==> src/rtl/cpu_sequencer.sv <==
// cpu_sequencer: program FIFO plus issue FSM that drains command words into a
// simple multi-cycle CPU and captures each ALU result from register 0.
//
// state   | meaning
// --------+----------------------------------------------------------
// IDLE    | waiting for start; FIFO may be filled
// ISSUE   | cpu_ce high, head word driven on cpu_*, head popped
// WAIT1   | CPU in OPERATION
// WAIT2   | CPU in WAIT, result settling in register 0
// CAPTURE | result registered into res_data, res_valid high
// DONE    | one-cycle done pulse, then back to IDLE
module cpu_sequencer #(
  parameter int DEPTH  = 16,
  parameter int ADDR_W = 4
) (
  input  logic              clk,
  input  logic              rst,
  input  logic              prog_we,
  input  logic [17:0]       prog_wdata,
  output logic              prog_full,
  output logic [ADDR_W:0]   prog_count,
  output logic              overflow,
  input  logic              start,
  output logic              busy,
  output logic              done,
  output logic [7:0]        cpu_data_in,
  output logic [6:0]        cpu_opcode,
  output logic              cpu_cin,
  output logic              cpu_cout,
  output logic              cpu_load,
  output logic              cpu_ce,
  input  logic [7:0]        cpu_data_out,
  output logic              res_valid,
  output logic [7:0]        res_data
);

  typedef enum logic [2:0] {
    S_IDLE    = 3'd0,
    S_ISSUE   = 3'd1,
    S_WAIT1   = 3'd2,
    S_WAIT2   = 3'd3,
    S_CAPTURE = 3'd4,
    S_DONE    = 3'd5
  } state_t;

  localparam logic [ADDR_W:0]   FULL_CNT = (ADDR_W + 1)'(DEPTH);
  localparam logic [ADDR_W-1:0] PTR_ONE  = ADDR_W'(1);

  logic [17:0]       mem_q [DEPTH];
  logic [ADDR_W-1:0] wr_ptr_q;
  logic [ADDR_W-1:0] rd_ptr_q;
  logic [ADDR_W-1:0] rd_next;
  logic [ADDR_W:0]   count_q;
  logic [ADDR_W:0]   count_d;
  logic [ADDR_W:0]   remain;
  logic [ADDR_W:0]   avail;
  logic              overflow_q;
  logic              full;
  logic              wr_ok;
  logic              pop;
  logic [17:0]       head_next;

  state_t            state_q;
  state_t            state_d;
  logic [17:0]       issue_q;
  logic              ce_q;
  logic              busy_q;
  logic              done_q;
  logic              res_valid_q;
  logic [7:0]        res_data_q;

  assign full  = (count_q == FULL_CNT);
  assign wr_ok = prog_we && !full;
  assign pop   = (state_q == S_ISSUE);

  // Occupancy bookkeeping and the word that would be at the head next cycle.
  // A word written in the same cycle the FSM looks for more work is counted
  // and forwarded straight from prog_wdata, so late pushes join the run.
  always_comb begin
    count_d   = count_q + {{ADDR_W{1'b0}}, wr_ok} - {{ADDR_W{1'b0}}, pop};
    rd_next   = pop ? (rd_ptr_q + PTR_ONE) : rd_ptr_q;
    remain    = count_q - {{ADDR_W{1'b0}}, pop};
    avail     = remain + {{ADDR_W{1'b0}}, wr_ok};
    head_next = (remain == '0) ? prog_wdata : mem_q[rd_next];
  end

  // FIFO pointers, count and sticky overflow; writes while full are dropped
  always_ff @(posedge clk or posedge rst) begin
    if (rst) begin
      wr_ptr_q   <= '0;
      rd_ptr_q   <= '0;
      count_q    <= '0;
      overflow_q <= 1'b0;
    end else begin
      if (wr_ok) wr_ptr_q <= wr_ptr_q + PTR_ONE;
      if (pop)   rd_ptr_q <= rd_ptr_q + PTR_ONE;
      count_q <= count_d;
      if (prog_we && full) overflow_q <= 1'b1;
    end
  end

  // FIFO storage; contents are don't-care after reset since count gates reads
  always_ff @(posedge clk) begin
    if (wr_ok) mem_q[wr_ptr_q] <= prog_wdata;
  end

  // Next-state decode for the issue sequencer
  always_comb begin
    state_d = state_q;
    unique case (state_q)
      S_IDLE: begin
        if (start) state_d = (count_q != '0) ? S_ISSUE : S_DONE;
      end
      S_ISSUE: begin
        if (issue_q[17]) state_d = (avail != '0) ? S_ISSUE : S_DONE;
        else             state_d = S_WAIT1;
      end
      S_WAIT1:   state_d = S_WAIT2;
      S_WAIT2:   state_d = S_CAPTURE;
      S_CAPTURE: state_d = (avail != '0) ? S_ISSUE : S_DONE;
      S_DONE:    state_d = S_IDLE;
      default:   state_d = S_IDLE;
    endcase
  end

  // State register with outputs registered from the next state
  always_ff @(posedge clk or posedge rst) begin
    if (rst) begin
      state_q     <= S_IDLE;
      issue_q     <= '0;
      ce_q        <= 1'b0;
      busy_q      <= 1'b0;
      done_q      <= 1'b0;
      res_valid_q <= 1'b0;
      res_data_q  <= '0;
    end else begin
      state_q     <= state_d;
      issue_q     <= (state_d == S_ISSUE) ? head_next : '0;
      ce_q        <= (state_d == S_ISSUE);
      busy_q      <= (state_d != S_IDLE);
      done_q      <= (state_d == S_DONE);
      res_valid_q <= (state_d == S_CAPTURE);
      if (state_d == S_CAPTURE) res_data_q <= cpu_data_out;
    end
  end

  assign prog_full   = full;
  assign prog_count  = count_q;
  assign overflow    = overflow_q;
  assign busy        = busy_q;
  assign done        = done_q;
  assign cpu_ce      = ce_q;
  assign cpu_load    = issue_q[17];
  assign cpu_cin     = issue_q[16];
  assign cpu_cout    = issue_q[15];
  assign cpu_opcode  = issue_q[14:8];
  assign cpu_data_in = issue_q[7:0];
  assign res_valid   = res_valid_q;
  assign res_data    = res_data_q;

endmodule
==> config.mk <==
export PLATFORM = sky130hd
export DESIGN_NAME = cpu_sequencer
export DESIGN_NICKNAME = d
export VERILOG_FILES = /design/src/rtl/cpu_sequencer.sv
export SDC_FILE = /design/constraint.sdc
export NUM_CORES = 1
export LEC_CHECK = 0
export ABC_AREA = 1
export CAP_MARGIN = 20
export CORE_MARGIN = 2
export CORE_UTILIZATION = 60
export CTS_CLUSTER_DIAMETER = 80
export DETAILED_ROUTE_END_ITERATION = 7
export GPL_TIMING_DRIVEN = 1
export PLACE_DENSITY_LB_ADDON = 0.1
export SLEW_MARGIN = 20
export SYNTH_ARGS = -nofsm -noshare
export SYNTH_HDL_FRONTEND = slang
export SYNTH_SLANG_ARGS = --single-unit
export TNS_END_PERCENT = 20
==> constraint.sdc <==
create_clock -name clk -period 3.4 [get_ports clk]
set_input_delay 0.34 -clock clk [delete_from_list [all_inputs] [get_ports clk]]
set_output_delay 0.34 -clock clk [all_outputs]
set_load 0.005 [all_outputs]
# Yosys cells after proc, flatten, opt, wreduce, memory -nomap -nowiden
# Memories as Yosys holds them, arrays and structs flattened.
# Index checks and enable logic that the tools add are counted.
[word_totals]
n_memories = 1
input_bits = 30
wordCells = 44
regBits = 47
ram_bits = 288
[op_classes]
n_eq_ne = 8
muxes = 10
add_sub_neg = 6
reduce_logical = 8
[memory_table]
columns = ["memory", "depth", "width", "rd", "rd_clocked_by_memory_dff", "write_ports", "line", "rtl"]
rows = [
  ["mem_q", 16, 18, 1, 0, 1, "49", "logic [17:0] mem_q [DEPTH];"],
]
[ops]
columns = ["op", "n"]
rows = [
  ["$mux W18", 2],
  ["$pmux W3 S5", 1],
  ["$mux W3", 4],
  ["$add A5 B1 Y5", 2],
  ["$reduce_bool A5 Y1", 2],
  ["$sub A5 B1 Y5", 2],
  ["$eq A3 B3 Y1 const B", 3],
  ["$add A4 B1 Y4 const B", 2],
  ["$eq A3 B1 Y1 const B", 2],
  ["$eq A3 B2 Y1 const B", 2],
  ["$eq A5 B5 Y1 const B", 1],
  ["$logic_not A5 Y1", 1],
  ["$mux W4", 1],
  ["$logic_not A3 Y1", 1],
  ["$reduce_bool A3 Y1", 1],
  ["$logic_and A1 B1 Y1", 2],
  ["$mux W1", 2],
  ["$logic_not A1 Y1", 1],
]

# Depth between registers and ports, before layout
# Gate-level depths: netlist of run 1.
[logic_depth]
depth_word = 10
depth_mapped = 19
mapped_depth_nobuf = 18

# Worst setup path after synthesis of run 1
# OpenSTA, ideal clock, no wires.
[synth_timing]
path_kind = "register to register"
start = "register count_q[2], in the netlist prog_count[2]"
end = "register issue_q[6]"
arrival_ps = 2526
stages_incl_launch_ff = 17
path_buffers = 1
slack_ps = 742
setup_time_ps = 133
required_ps = 3267
period_less_slack_ps = 2658
cell_sequence = "dfrtp_1 inv_1 ha_1 nand3_1 nor2_1 inv_1 nand2_1 clkinv_1 ha_1 ha_1 nor3_1 nand2_1 nor2_1 nand2_1 clkbuf_1 nand4_1 a21oi_1"
[synth_via]
elab_chain_len = 10
[synth_rtl]
columns = ["item", "line", "rtl"]
rows = [
  ["from (decl)", "53", "logic [ADDR_W:0] count_q;"],
  ["from (signal assigned)", "97", "count_q <= count_d;"],
  ["$eq A5 B5 Y1 *", "72", "assign full = (count_q == FULL_CNT);"],
  ["named net prog_full", "20", "output logic prog_full,"],
  ["$logic_not A1 Y1 *", "73", "assign wr_ok = prog_we && !full;"],
  ["$logic_and A1 B1 Y1 *", "73", ""],
  ["named net wr_ok", "59", "logic wr_ok;"],
  ["$add A5 B1 Y5 *", "83", "avail = remain + {{ADDR_W{1'b0}}, wr_ok};"],
  ["$reduce_bool A5 Y1 *", "115, 120", ""],
  ["$mux W3 *", "115, 120", ""],
  ["$mux W3", "115", "if (issue_q[17]) state_d = (avail != '0) ? S_ISSUE : S_DONE;"],
  ["$pmux W3 S5 *", "110", "unique case (state_q)"],
  ["$eq A3 B1 Y1 *", "138", "issue_q <= (state_d == S_ISSUE) ? head_next : '0;"],
  ["$mux W18 *", "138", ""],
  ["to (signal assigned)", "138", ""],
  ["to (decl)", "65", "logic [17:0] issue_q;"],
]
# The timed path passes the listed nets; every way through them passes the cells marked *.
# A chain may end at the register's enable or synchronous reset.

# Worst setup path after layout of run 1
[layout_timing]
start = "register count_q[2], in the netlist prog_count[2]"
end = "register issue_q[10]"
[layout_via]
elab_chain_len = 10
[layout_rtl]
columns = ["item", "line"]
rows = [
  ["$eq A5 B5 Y1 *", "72"],
  ["$logic_not A1 Y1 *", "73"],
  ["$logic_and A1 B1 Y1 *", "73"],
  ["named net wr_ok", "59"],
  ["$add A5 B1 Y5 *", "83"],
  ["$reduce_bool A5 Y1 *", "115, 120"],
  ["$mux W3 *", "115, 120"],
  ["$mux W3", "115"],
  ["$pmux W3 S5 *", "110"],
  ["$eq A3 B1 Y1 *", "138"],
  ["$mux W18 *", "138"],
]
# Marks and branches as above.

==> results of run 1 <==
==> worst max-delay path, cell delays in order (launching register included) <==
cell and delay (ns):
dfrtp_1 0.41, inv_1 0.17, ha_1 0.19, nand3_1 0.11, nor2_1 0.17, inv_1 0.07
nand2_1 0.13, clkinv_1 0.20, ha_1 0.27, ha_1 0.29, nor3_1 0.17, nand2_1 0.06
nor2_1 0.08, nand2_1 0.09, buf_4 0.20, nand4_1 0.08, a21oi_1 0.07
==> cells by family after synthesis <==
family          count (synthesis)  share of synthesized area (%)
xor+xnor                       10                         0.7470
compound gates                 33                          1.230
simple gates                  701                          23.24
flops                         335                          69.00
buf+inv                       123                          4.060
fa+ha+maj                      19                          1.722
==> cell usage in the layout (no fill, tap or decap), types with 2 or more instances in the layout <==
master / count
clkdlybuf4s50_1: 66
o21ai_0: 6
clkbuf_1: 8
a21oi_1: 23
nand4_1: 21
buf_4: 26
nor2_2: 16
inv_2: 7
nand2_1: 228
xor2_1: 8
o21ai_4: 2
nor3_1: 3
nor2_1: 11
nand3_1: 392
buf_12: 8
nand3b_1: 22
nor2_4: 2
clkbuf_16: 36
inv_1: 36
clkinv_1: 11
ha_1: 18
nand2_2: 2
nand2_4: 2
dfrtp_1: 47
edfxtp_1: 288
clkinv_2: 7
==> per-stage QoR <==
| stage | power (uW) | worst slack (ns) |
|---|---|---|
| 2_1_floorplan | 10510 | 0.7416 |
| 3_3_place_gp | 12830 | 0.5747 |
| 3_5_place_dp | 12980 | 0.5338 |
| 4_1_cts | 16470 | 0.5229 |
| 5_1_grt | 17520 | 0.2510 |
| 6_report | 16470 | 0.5134 |
==> routing by layer <==
| metal | vias up | GRT usage (%) |
|---|---|---|
| met3 | 74 | 5.831 |
| li1 | 4514 | - |
| met4 | 0 | 10.08 |
| met5 | - | 0 |
| met1 | 4822 | 42.70 |
| met2 | 553 | 44.72 |
==> report_power, final <==
part           leakage, uW  internal (uW)  switching (uW)
clock network     0.000519           1970            1510
logic              0.00235           2450            5220
registers          0.00319           5070             247
==> cell type report <==
class	instances	area (sq um)	area share (%)
inverters	45	171.4	1.048
clock inverters	20	106.4	0.6502
well taps	319	399.1	2.440
clock buffers	45	944.7	5.776
repair buffers	100	1016	6.212
flip-flops and latches	335	9824	60.07
multi-input cells	763	3894	23.81
==> state kept, by name (all words and copies together) (netlist names), 3 cells and up <==
name / cells
mem_q: 288
issue_q: 18
res_data: 8
prog_count: 5
rd_ptr_q: 4
wr_ptr_q: 4
state_q: 3
==> worst max path at each step <==
| stage | start | cells after the start | slack [ns] | end |
|---|---|---|---|---|
| 2_1_floorplan | prog_count[2] | 16 | 0.74 | issue_q[6] |
| 3_3_place_gp | prog_count[2] | 16 | 0.57 | issue_q[6] |
| 3_5_place_dp | prog_count[2] | 16 | 0.53 | issue_q[10] |
| 4_1_cts | prog_count[2] | 16 | 0.52 | issue_q[7] |
| 5_1_grt | prog_count[2] | 16 | 0.25 | issue_q[3] |
| 6_report | prog_count[2] | 16 | 0.51 | issue_q[10] |
==> impl_metrics.csv, run 1 <==
group,metric,value,unit
synthesis,synth_top_area_share,60.74,%
route,wire_per_inst,22.03,um
route,met2_length,16600,um
sta,slew_viol_final,0,
final_layout,area_delta_synth_final,14.87,%
cts,root_buffer,"clkbuf_16",
synthesis,ys_top_cells_by_area,"edfxtp_1, nand3_1, dfrtp_1",
cts,numCtsBuffers,36,
placed_design,portBuffers,66,
sta,setup-violations-final,0,
synthesis,yosysSeqAreaShare,69.00,%
floorplanning,fp.dieH,158.1,um
floorplanning,ios,67,
synthesis,yosys_warnings,0,
critical_path,r2r_cells,16,
sta,relSlewSlack,35.32,%
synthesis,synth-edff-count,288,
cts,h-tree-depth,2,
critical_path,r2r_setup_slack,0.51,ns
route,drt-pass1-iter-count,5,
placed_design,dp_hpwl,19960,um
route,via_per_inst,6.124,
cts,cts.sinks,335,
synthesis,syn_nets,1270,
placed_design,dpl_cell_area,15300,sq um
synthesis,yosys-top-cells-count,"nand3_1, edfxtp_1, nand2_1, dfrtp_1, buf_2",
sta,clock_skew,0.02489,ns
power_and_ir_drop,ir_drop,0.001248,V
outcome,status,"completed",
cts,clockBufferDepth,3,
synthesis,yosys.area.top_type,"edfxtp_1",
floorplanning,fp.coreArea,23400,sq um
critical_path,cp.arrival,3.27,ns
sta,rsz0062_at_grt,"false",
worst_hold_path,min_path_type,"input pin to async pin",
floorplanning,num_rows,56,
global_route,antenna_found_initial,0,
placed_design,post-place-cells,1562,
final_layout,nets,1330,
global_route,overflow,0,
route,highest_layer,"met4",
floorplanning,initial_utilization,60.84,%
final_layout,final_cells,1627,
synthesis,async_flop_share,14.03,%
cts,clk_pin_slew_worst_paths,0.06,ns
cts,cts-resized-gates,0,
power_and_ir_drop,p_leak,0.006061,uW
synthesis,syn_inst,1221,
cts,cts_tree,"yes",
critical_path,worstSetupPathType,"register to register",
final_layout,final_util,69.89,%
global_route,grtUsageTotal,29.31,%
synthesis,ys.flop_type,"edfxtp_1",
route,drtIter0Drc,1236,
synthesis,yosys.cell_types.count,31,
cts,post-cts-setup-buffers,0,
sta,tns,0,ns
route,wl_met1,14510,um
route,drt-total-wl,35840,um
floorplanning,die_area,24980,sq um
critical_path,start_kind,"register",
sta,whs,0.3711,ns
final_layout,nFillCells,1697,
critical_path,crit_required,3.78,ns
synthesis,ys_seq_elements,335,
critical_path,worst_setup_path_end_kind,"register",
sta,finalCriticalPeriod,2.887,ns
global_route,grt_max_degree,143,
route,drc,0,
synthesis,avgSynthCellArea,11.66,sq um
sta,finalHoldViolCount,0,
cts,clk_latency,0.52,ns
route,ant_nets,0,
run,maxCapViolCount,0,
critical_path,critPathMaxFanout,13,
power_and_ir_drop,power.density,1007,nW/um^2
route,num_vias,9963,
global_route,grt_pass1_wl,54300,um
final_layout,design_area,16360,sq um
sta,max_freq,346.4,MHz
route,dr_wl_met3,3687,um
synthesis,synth_most_common_cell,"nand3_1",
global_route,grt_pass1_vias,9339,
cts,cts_hold_buf,0,
sta,worst_pin_slew,0.9701,ns
placed_design,place_congestion,0.8217,
final_layout,antenna_cells,0,
floorplanning,die_w,158.1,um
critical_path,r2r_end,"issue_q[10]",
sta,finalCritPeriodShare,84.90,%
final_layout,drive_gt1_share,8.792,%
synthesis,syn_area,14240,sq um
critical_path,reg2reg_from,"prog_count[2]",
(Power assumes the default switching activity.)
==> inputs of run 2 (changes only) <==
- CORE_UTILIZATION: 60 -> 54
- clock period: 3.4 -> 2.3 ns (I/O delays scaled with it)
==> run 2 against run 1 <==
- sequential share of layout area fell by 3.0 points
- clock-buffer cell count fell by 2
- register-to-register slack got worse by 0.49 ns
- final cell count rose by 4.9%
- setup slack got worse by 0.49 ns
- routed wire length rose by 4.1%
- critical path type unchanged
- largest power group unchanged
- highest routed layer unchanged
==> impl_metrics.csv, run 2 (same netlist as run 1, synthesis figures left out) <==
group,metric,value,unit
outcome,status,"completed",
floorplanning,num_rows,59,
route,wire_per_inst,21.88,um
sta,rsz0062_at_grt,"true",
global_route,overflow,0,
final_layout,nets,1395,
floorplanning,die_area,27680,sq um
global_route,grt.busiest_layer,"met2",
sta,whs,0.06637,ns
route,via_per_inst,5.914,
placed_design,dp_hpwl,22580,um
power_and_ir_drop,switching_share,41.60,%
critical_path,cp.arrival,2.68,ns
critical_path,startpoint,"prog_count[2]",
power_and_ir_drop,ir_drop,0.0009961,V
route,drc,0,
final_layout,largest_register,"mem_q",
global_route,grtUsageMet2,40.91,%
sta,setup-violations-final,0,
critical_path,start_kind,"register",
critical_path,crit_required,2.70,ns
final_layout,largest_reg_flops,288,
sta,finalCriticalPeriod,2.275,ns
critical_path,critPathMaxFanout,4,
cts,cts_tree,"yes",
sta,max_freq,439.6,MHz
route,drt-total-wl,37320,um
cts,h-tree-depth,2,
global_route,grt_max_degree,70,
sta,slew_viol_final,0,
global_route,grt_pass1_vias,9548,
sta,worst_pin_slew,0.6837,ns
power_and_ir_drop,clkPwrFrac,21.2,%
floorplanning,die_w,166.4,um
power_and_ir_drop,p_leak,0.006478,uW
global_route,use_met1,38.62,%
final_layout,final_cell_mix,"nand3_1, edfxtp_1, nand2_1, buf_4, clkdlybuf4s50_1",
final_layout,nFillCells,1888,
route,drt-pass1-iter-count,6,
final_layout,final_common_cell,"nand3_1",
global_route,met3_usage,5.767,%
global_route,grt_pass1_wl,56150,um
floorplanning,fp.coreArea,25980,sq um
power_and_ir_drop,seq_power_share,30.2,%
route,drtIter0Drc,952,
critical_path,worstSetupPathType,"register to register",
cts,clk_latency,0.52,ns
final_layout,drive_gt1_share,15.24,%
sta,clock_skew,0.01293,ns
placed_design,place_congestion,0.8466,
critical_path,reg2reg_from,"prog_count[2]",
cts,clk_pin_slew_worst_paths,0.06,ns
critical_path,max_stage_delay,0.39,ns
floorplanning,initial_utilization,54.80,%
global_route,grtUsageTotal,26.72,%
sta,relSlewSlack,54.27,%
cts,numCtsBuffers,36,
final_layout,antenna_cells,0,
cts,clockBufferDepth,3,
final_layout,area_delta_synth_final,20.98,%
power_and_ir_drop,pwr-share-comb,48.5,%
power_and_ir_drop,p_int,15120,uW
run,maxCapViolCount,0,
floorplanning,fp.dieH,166.4,um
critical_path,worst_setup_path_end_kind,"register",
critical_path,crit_chain,"inv_2, ha_4, nand3_4, nor2_4, inv_2, nand2_4, buf_12, inv_8, ha_4, ha_4, nor3_2, nand2_1, nor2_2, nand2_2, buf_4, nand4_1, nor2_1",
worst_hold_path,min_path_type,"input pin to async pin",
sta,finalHoldViolCount,0,
cts,cts.sinks,335,
placed_design,portBuffers,66,
sta,finalCritPeriodShare,98.91,%
cts,root_buffer,"clkbuf_16",
cts,cts_hold_buf,0,
route,ant_nets,0,
critical_path,crit_path_top_delay_cell,"dfrtp_1",
final_layout,final_util,66.29,%
floorplanning,ios,67,
critical_path,cp_common_cell,"ha_4",
route,num_vias,10090,
global_route,antenna_found_initial,0,
power_and_ir_drop,switching_power,10770,uW
power_and_ir_drop,power.density,1503,nW/um^2
power_and_ir_drop,total_power,25890,uW
[run 2: final timing paths]
path	depth (start not counted)	end	slack (ns)
setup reg to reg	17	issue_q[16]	0.02
max in group asynchronous	3	rd_ptr_q[1]	2.01
hold reg to reg	1	overflow	0.45
setup / recovery	17	issue_q[16]	0.02
min in group clk	3	res_data[0]	0.26
hold / removal	3	res_data[1]	0.07
[run 2: layout make-up]
class | instances | area [sq um] | share of cell area [%]
multi-input cells | 763 | 4019 | 23.33
clock inverters | 20 | 188.9 | 1.097
repair buffers | 165 | 1665 | 9.668
clock buffers | 43 | 927.1 | 5.382
inverters | 45 | 181.4 | 1.053
flip-flops and latches | 335 | 9824 | 57.03
well taps | 335 | 419.2 | 2.433
[run 2: power by group through the flow]
stage                     Clock [uW]  Combinational [uW]  Sequential [uW]
final                           5500               12600             7820
after global routing            5850               13700             7900
after CTS                       5560               12200             7820
after detailed placement           0               12200             7940
after global placement             0               12000             7920
after floorplan                    0                7730             7910
[run 2: critical path: cells and delay by family, from the launching register on]
family                     cells  cell delay, ns
buffers and inverters          5            0.44
and+or+nand+nor                9            0.82
adders and majority gates      3            0.50
DFF                            1            0.39
[run 2: repair_timing]
item,in CTS,in global routing
endpoints found under the setup margin,0,22
gates resized for setup,0,22
setup buffers,0,7
[run 2: per-layer routing]
metal  part of all wire [%]  vias to the layer above
li1                       -                     4644
met1                     41                     4885
met3                    9.5                       74
met5                      0                        -
met4                    3.0                        0
met2                     47                      486
[run 2: through the flow]
stage | setup TNS, ns | cells | worst slack, ns | cell area (sq um)
2_1_floorplan | 0 | 1221 | 0.02266 | 14330
3_3_place_gp | 0 | 1634 | 0.06695 | 15960
3_5_place_dp | 0 | 1634 | 0.03813 | 15960
4_1_cts | 0 | 1697 | 0.02651 | 17070
5_1_grt | -1.365 | 1706 | -0.09289 | 17230
6_report | 0 | 1706 | 0.02500 | 17230
==> inputs of run 3 (changes only) <==
- CORE_ASPECT_RATIO: unset -> 1.1
==> run 3 against run 2 <==
- sequential cell count stayed put
- largest cell class unchanged
- sequential power hardly changed
- clock power is 4.5% lower
- combinational power hardly changed
- sequential share of layout area is 0.45 points lower
- hold slack worse by 0.0077 ns
- clock skew hardly changed
==> impl_metrics.csv, run 3 (same netlist as run 1, synthesis figures left out) <==
group,metric,value,unit
placed_design,dp_hpwl,22500,um
final_layout,multi_input_area,4033,sq um
final_layout,regArea,9824,sq um
final_layout,final_common_cell,"nand3_1",
cts,h-tree-depth,2,
final_layout,final_cells,1719,
sta,slew_viol_final,0,
placed_design,post-place-cells,1648,
final_layout,largest_register,"mem_q",
power_and_ir_drop,switching_power,10820,uW
sta,finalHoldViolCount,0,
sta,timing.final.ws_setup,0.006805,ns
power_and_ir_drop,ir_drop,0.001059,V
run,maxCapViolCount,0,
sta,setup-violations-final,0,
floorplanning,fp.coreArea,25990,sq um
final_layout,largest_reg_flops,288,
placed_design,place_congestion,0.7915,
floorplanning,ios,67,
final_layout,antenna_cells,0,
cts,root_buffer,"clkbuf_16",
sta,rsz0062_at_grt,"true",
critical_path,critPathMaxFanout,3,
final_layout,nFillCells,1913,
placed_design,pre_cts_slack,0.02075,ns
final_layout,final_cell_mix,"nand3_1, edfxtp_1, nand2_1, clkdlybuf4s50_1, buf_4",
outcome,status,"completed",
sta,clock_skew,0.01302,ns
route,drtIter0Drc,1252,
critical_path,worst_setup_path_end_kind,"register",
global_route,overflow,0,
sta,finalCritPeriodShare,99.70,%
route,via_per_inst,5.943,
floorplanning,initial_utilization,54.79,%
critical_path,crit_required,2.69,ns
power_and_ir_drop,clkPwrFrac,20.2,%
placed_design,portBuffers,66,
sta,relSlewSlack,67.21,%
power_and_ir_drop,p_int,15130,uW
floorplanning,num_rows,62,
cts,cts.sinks,335,
critical_path,start_kind,"register",
cts,clk_pin_slew_worst_paths,0.07,ns
floorplanning,die_w,158.8,um
global_route,antenna_found_initial,0,
placed_design,dpl_cell_area,16120,sq um
power_and_ir_drop,seq_power_share,30.1,%
power_and_ir_drop,pwr-share-comb,49.7,%
route,drt-total-wl,38560,um
route,num_vias,10220,
sta,max_freq,436.1,MHz
global_route,grt_max_degree,79,
route,wire_per_inst,22.43,um
global_route,grt_pass1_wl,57560,um
final_layout,design_area,17360,sq um
power_and_ir_drop,power.density,1495,nW/um^2
cts,numCtsBuffers,34,
critical_path,cp.arrival,2.68,ns
power_and_ir_drop,switching_share,41.70,%
sta,worst_pin_slew,0.4911,ns
global_route,grtUsageTotal,27.56,%
floorplanning,die_area,27680,sq um
sta,finalCriticalPeriod,2.293,ns
global_route,grt_pass1_vias,9906,
final_layout,nets,1393,
final_layout,area_delta_synth_final,21.93,%
sta,whs,0.05870,ns
route,ant_nets,0,
final_layout,final_util,66.81,%
cts,clk_latency,0.51,ns
final_layout,drive_gt1_share,14.85,%
route,drt-pass1-iter-count,5,
critical_path,worstSetupPathType,"register to register",
power_and_ir_drop,p_leak,0.006488,uW
cts,clockBufferDepth,3,
worst_hold_path,min_path_type,"input pin to async pin",
route,drc,0,
floorplanning,fp.dieH,174.3,um
cts,cts_tree,"yes",
-- run 3: changes by cell type in the layout (fill, tap and decap cells not counted), sizes merged --
cell	delta
clkbuf	+8
clkinv	-8
buf	-2
bufinv	-2
clkinvlp	+1
inv	-1
-- run 3: layout make-up --
class	count	area share, %
clock buffer	49	5.592
clock inverter	10	0.4468
inverter	45	1.016
multi-input combinational	763	23.23
sequential	335	56.59
tap	352	2.537
timing repair buffer	165	10.59
-- run 3: path summary, 6_finish.rpt --
check / depth (start not counted) / slack [ns] / endpoint / from
setup / recovery: 14 / 0.007 / prog_count[4] / prog_count[2]
hold / removal: 2 / 0.06 / issue_q[3] / rst
setup reg to reg: 14 / 0.007 / prog_count[4] / prog_count[2]
hold reg to reg: 1 / 0.46 / overflow / overflow
max in group asynchronous: 3 / 1.73 / issue_q[2] / rst
min in group clk: 3 / 0.27 / res_data[0] / cpu_data_out[0]
-- run 3: power groups by stage --
stage	Sequential [uW]	Clock, uW	Combinational [uW]
after floorplan	7910	0	7730
after global placement	7910	0	12200
after detailed placement	7930	0	12400
after CTS	7810	5310	12500
after global routing	7870	5540	14000
final	7810	5250	12900
-- run 3: routing by layer --
metal / wire length (um) / global-route usage (%) / vias up
met4: 1810 / 13.30 / 0
met5: 0 / 0 / -
met1: 15400 / 37.28 / 4962
met2: 18090 / 44.00 / 515
met3: 3255 / 4.510 / 104
li1: - / - / 4635
-- run 3: timing repair --
item,CTS,global route
gates resized for setup,1,16
hold buffers,0,0
pin swaps,1,16
setup buffers,0,10
setup endpoints to repair,2,24
gates cloned,0,2
-- run 3: per-stage QoR --
stage	total power, uW	TNS [ns]
after global routing	27450	-1.409
after global placement	20120	0
after floorplan	15650	0
after CTS	25640	0
after detailed placement	20370	0
final	25950	0
-- run 3: critical path, cell delays in order (launching register included) --
cell,delay (ns)
dfrtp_1,0.39
inv_2,0.08
ha_4,0.15
nand3_4,0.07
nor2_4,0.13
inv_2,0.06
nand2_4,0.10
ha_4,0.20
inv_2,0.06
ha_4,0.14
inv_2,0.04
fa_2,0.39
o21ai_2,0.16
a21oi_2,0.07
xor2_1,0.13
